## src/rtl/ts_clkdiv_mc.sv

```systemverilog
// ts_clkdiv_mc: multi-channel programmable clock divider with glitch-free reload.
// Optional TS_CLKDIV_PULSE_EN adds the per-channel pulse_out strobe.
module ts_clkdiv_mc #(
  parameter int NUM_CH      = 2,
  parameter int DIV_WIDTH   = 8,
  parameter int DIV_DEFAULT = 4
) (
  input  logic                        clk2,
  input  logic                        rst,
  input  logic [NUM_CH*DIV_WIDTH-1:0] div_in,
  input  logic [NUM_CH-1:0]           load,
  input  logic [NUM_CH-1:0]           enable,
  input  logic                        sync,
  output logic [NUM_CH-1:0]           clk_out
`ifdef TS_CLKDIV_PULSE_EN
  ,
  output logic [NUM_CH-1:0]           pulse_out
`endif
);

  localparam logic [DIV_WIDTH-1:0] D_TWO = DIV_WIDTH'(2);
  localparam logic [DIV_WIDTH-1:0] D_RST =
    (DIV_DEFAULT < 2) ? D_TWO : DIV_WIDTH'(DIV_DEFAULT);

  for (genvar c = 0; c < NUM_CH; c++) begin : g_ch
    logic [DIV_WIDTH-1:0] raw;
    logic [DIV_WIDTH-1:0] d_ld;
    logic [DIV_WIDTH-1:0] cnt_q, cnt_d;
    logic [DIV_WIDTH-1:0] dact_q, dact_d;
    logic [DIV_WIDTH-1:0] dpend_q, dpend_d;
    logic [DIV_WIDTH-1:0] half;
    logic                 pend_q, pend_d;
    logic                 run_q, run_d;
    logic                 clk_q, clk_d;

    assign raw  = div_in[c*DIV_WIDTH +: DIV_WIDTH];
    assign d_ld = (raw < D_TWO) ? D_TWO : raw;

    always_comb begin
      cnt_d   = cnt_q;
      dact_d  = dact_q;
      dpend_d = dpend_q;
      pend_d  = pend_q;
      run_d   = enable[c];
      if (!enable[c]) begin
        cnt_d  = '0;
        pend_d = 1'b0;
        if (load[c])
          dact_d = d_ld;
        else if (pend_q)
          dact_d = dpend_q;
      end else if (!run_q) begin
        cnt_d = '0;
        if (load[c])
          dact_d = d_ld;
      end else if (sync || (cnt_q == dact_q - 1'b1)) begin
        // period boundary: newest ratio wins
        cnt_d  = '0;
        pend_d = 1'b0;
        if (load[c])
          dact_d = d_ld;
        else if (pend_q)
          dact_d = dpend_q;
      end else begin
        cnt_d = cnt_q + 1'b1;
        if (load[c]) begin
          dpend_d = d_ld;
          pend_d  = 1'b1;
        end
      end
      half  = (dact_d >> 1) + {{(DIV_WIDTH-1){1'b0}}, dact_d[0]};
      clk_d = run_d && (cnt_d < half);
    end

    always_ff @(posedge clk2) begin
      if (rst) begin
        cnt_q   <= '0;
        dact_q  <= D_RST;
        dpend_q <= D_RST;
        pend_q  <= 1'b0;
        run_q   <= 1'b0;
        clk_q   <= 1'b0;
      end else begin
        cnt_q   <= cnt_d;
        dact_q  <= dact_d;
        dpend_q <= dpend_d;
        pend_q  <= pend_d;
        run_q   <= run_d;
        clk_q   <= clk_d;
      end
    end

    assign clk_out[c] = clk_q;

`ifdef TS_CLKDIV_PULSE_EN
    logic pls_q, pls_d;
    assign pls_d = run_d && (cnt_d == '0);

    always_ff @(posedge clk2) begin
      if (rst)
        pls_q <= 1'b0;
      else
        pls_q <= pls_d;
    end

    assign pulse_out[c] = pls_q;
`endif
  end

endmodule

```

## config.mk

```make
export PLATFORM = sky130hd
export DESIGN_NAME = ts_clkdiv_mc
export DESIGN_NICKNAME = d
export VERILOG_FILES = /design/src/rtl/ts_clkdiv_mc.sv
export SDC_FILE = /design/constraint.sdc
export NUM_CORES = 1
export LEC_CHECK = 0
export CORE_ASPECT_RATIO = 1.4
export CORE_UTILIZATION = 50
export CTS_CLUSTER_DIAMETER = 50
export DETAILED_ROUTE_END_ITERATION = 8
export GPL_TIMING_DRIVEN = 0
export HOLD_SLACK_MARGIN = 0.12
export PLACE_DENSITY = 0.67
export SYNTH_ARGS = -nofsm -noshare
export SYNTH_HDL_FRONTEND = slang
export SYNTH_SLANG_ARGS = --single-unit
```

## constraint.sdc

```tcl
create_clock -name clk2 -period 6.1 [get_ports clk2]
set_clock_uncertainty 0.05 [all_clocks]
set_input_delay 0.915 -clock clk2 [delete_from_list [all_inputs] [get_ports clk2]]
set_output_delay 0.915 -clock clk2 [all_outputs]
set_load 0.02 [all_outputs]
```

==> run metrics <==
Post-Syn Area=4101 sq um; cts hold-fix bufs=0; root buf cell=clkbuf_8; port bufs=22; initial antenna violation count=0; Reg2Reg Setup Slack=490 ps; count of cell types in the netlist=67; Achievable Freq=178.3 MHz; Net Sw Power=287.6 uW; Max Cap Viol=0; first-pass GRT wire length=18.05 mm; Post-Route WL=11.02 mm; synthesized instance count=522; post-CTS setup buffer count=0; Slew Viols, Final=0; critical path arrival=5810 ps; status=completed; final setup TNS=0 ps; Logic pwr share=29.5%; Post-DP HPWL=8.572 mm; number of global-route vias before repair=3894; clock-pin slew on the worst setup and hold paths=100 ps; GRT Residual Overflow=0; DRC Markers=0; clock buffer depth=2; asr flop ratio synth=0%; H-tree levels=2; FF+latch count, synth=54; final setup violation count=0; Antenna Nets Post-Route=0; # IOs=25; largest net degree at the start of global routing=17; via count=3872; Chip Height=109.2 um; endpoint type of the worst setup path=flop; Internal=562.0 uW; worst vdd ir=0.1137 mV; Layout Nets=596; GP Congestion=0.9204; Finished Core Util=57.89%; syn_area_per_cell=7.857 sq um; Setup crit start kind=flop; worst r2r src=g_ch[1].dact_q[0]; FF+latch area=1081 sq um; CTS tree=done; Net Sw Frac=33.85%; Seq pwr share=45.1%; GR Util All Layers=27.02%; DP Worst Slack=589.0 ps; DP Area=4447 sq um; Die Wd=78.55 um; CP Class=reg2reg; final total power=849.6 uW; syn nets=567; Area growth syn-to-layout=10.74%; CTS Buf Count=5; Final period util=91.96%; vias per inst=5.939; final hold violations=0; # rows=38; Worst Hold Launch=g_ch[1].dpend_q[0]; Final min period=5609 ps; clock network latency to the later pin of the worst-skew pair=320 ps; Data required, critical path=6300 ps; Initial Util=52.28%; RSZ-0062 raised after global routing=no; register area share after synthesis=26.36%; headroom to the max-slew limit=48.33%; CORE AREA=7845 sq um; Power Dens Cells=187.1 nW/um^2; CTS Sinks=54; full die area=8574 sq um; CP max FO=10; router iterations before antenna repair=6; routed length per instance=16.90 um; EDFF count, synth=0; Antenna Cells=0; crit path launch=g_ch[1].dact_q[0]; Final WS setup=490.5 ps; warning count from the yosys run=0; Tightest Hold Check Type=reg2reg; Layout fillers=750; # resized after CTS=0; DR iter-0 viols=206; LEAKAGE=0.001671 uW; Slew @ Worst Pin=769.2 ps; Clk network pwr share=25.4%; prevailing post-synth register cell=dfxtp_1; area of the multi-input gates=2790 sq um; cell area after layout=4542 sq um; share of layout cells above drive strength 1=5.616%
==> state kept, by name, indices dropped and copies added (netlist names) <==
name,cells
g_ch.dact_q,16
g_ch.run_q,2
g_ch.pend_q,2
g_ch.dpend_q,16
g_ch.clk_q,2
g_ch.cnt_q,16
==> cells by family (layout without fill, tap and decap cells) <==
family / count (synthesis) / in the layout / share of synthesized area, %
AO/OA/AOI/OAI: 113 / 113 / 19.22
flip-flops: 54 / 54 / 26.36
AND/OR/NAND/NOR: 203 / 203 / 25.72
buffers and inverters: 58 / 88 / 5.613
XOR/XNOR: 41 / 41 / 8.755
multiplexers: 31 / 31 / 7.627
adder cells (fa/ha/maj): 22 / 22 / 6.711
==> worst max-delay path: stages (launching register included) <==
cell       delay [ps]
dfxtp_1           370
inv_1             110
ha_1              280
nor3b_1           290
xnor2_1           160
nor3_1             80
a31oi_1           520
a21o_1            140
clkbuf_1          310
buf_2             330
mux2i_1           110
a221oi_1          360
ha_1              280
ha_1              220
inv_1              50
a2111oi_0         430
nand4_1           190
xnor2_1           270
ha_1              300
a21oi_1           160
o21ai_0            80
nor3_1            190
o21a_1            150
o21bai_1           90
==> cells in the final DEF, fill, tap and decap left out, types with 4 or more instances in the layout <==
cell type,instances
dfxtp_1,54
nor2_1,50
nand2_1,40
nor3_1,30
inv_1,29
mux2i_1,29
o21ai_0,26
clkbuf_1,24
xnor2_1,24
ha_1,22
clkdlybuf4s50_1,22
a21oi_1,20
nand3_1,19
xor2_1,17
a211oi_1,12
o22ai_1,11
nor2b_1,11
nand4_1,8
and3_1,8
a21o_1,6
nand2b_1,6
clkbuf_8,6
o31ai_1,5
nor4_1,5
o211ai_1,4
or3_1,4
==> power by group through the flow <==
stage               sequential (uW)  clock [uW]  combinational, uW
floorplan                       384           0                180
global placement                390           0                241
detailed placement              391           0                247
CTS                             382         226                249
global route                    384         235                276
finish                          383         216                251
==> synthesized netlist by cell type, types with 2 or more instances <==
library cell | instances | share of area, %
a211o_1 | 2 | 0.43
a211oi_1 | 12 | 2.2
a211oi_2 | 3 | 0.92
a21o_1 | 6 | 1.1
a21oi_1 | 20 | 2.4
a31oi_1 | 3 | 0.46
and3_1 | 8 | 1.2
buf_4 | 3 | 0.55
clkbuf_1 | 24 | 2.2
dfxtp_1 | 54 | 26
ha_1 | 22 | 6.7
inv_1 | 29 | 2.7
mux2_2 | 2 | 0.55
mux2i_1 | 29 | 7.1
nand2_1 | 40 | 3.7
nand2b_1 | 6 | 0.92
nand3_1 | 19 | 2.3
nand3b_1 | 2 | 0.37
nand4_1 | 8 | 1.2
nand4b_1 | 2 | 0.43
nor2_1 | 50 | 4.6
nor2b_1 | 11 | 1.7
nor3_1 | 30 | 3.7
nor4_1 | 5 | 0.76
o211ai_1 | 4 | 0.73
o21a_1 | 2 | 0.37
o21ai_0 | 26 | 3.2
o221ai_1 | 2 | 0.43
o22ai_1 | 11 | 1.7
o2bb2ai_1 | 2 | 0.43
o31ai_1 | 5 | 0.92
or2_2 | 3 | 0.46
or3_1 | 4 | 0.61
xnor2_1 | 24 | 5.1
xor2_1 | 17 | 3.6
==> final timing paths <==
kind,to,cells past startpoint
setup / recovery,g_ch[1].clk_q,23
hold / removal,g_ch[1].dpend_q[0],2
setup reg to reg,g_ch[1].clk_q,23
hold reg to reg,g_ch[1].dpend_q[0],2
==> through the flow <==
step                cells  hold slack, ps
global placement      644           394.6
detailed placement    644           401.7
floorplan             522           385.2
CTS                   652           424.7
finish                652           423.7
global route          652           450.8
==> routing by layer <==
metal / track usage (%) / part of all wire (%) / vias up
met3: 3.180 / 3.1 / 32
met5: 0 / 0 / -
met2: 51.68 / 54 / 100
met1: 28.63 / 39 / 1815
li1: - / - / 1925
met4: 13.76 / 3.6 / 0
==> layout make-up <==
class / count / area share, %
buffer: 29 / 2.672
clock buffer: 6 / 1.818
clock inverter: 2 / 0.2755
inverter: 29 / 2.397
multi-input combinational: 410 / 61.43
sequential: 54 / 23.80
tap: 100 / 2.755
timing repair buffer: 22 / 4.848
Note: power is estimated with default switching activity, not from simulation.
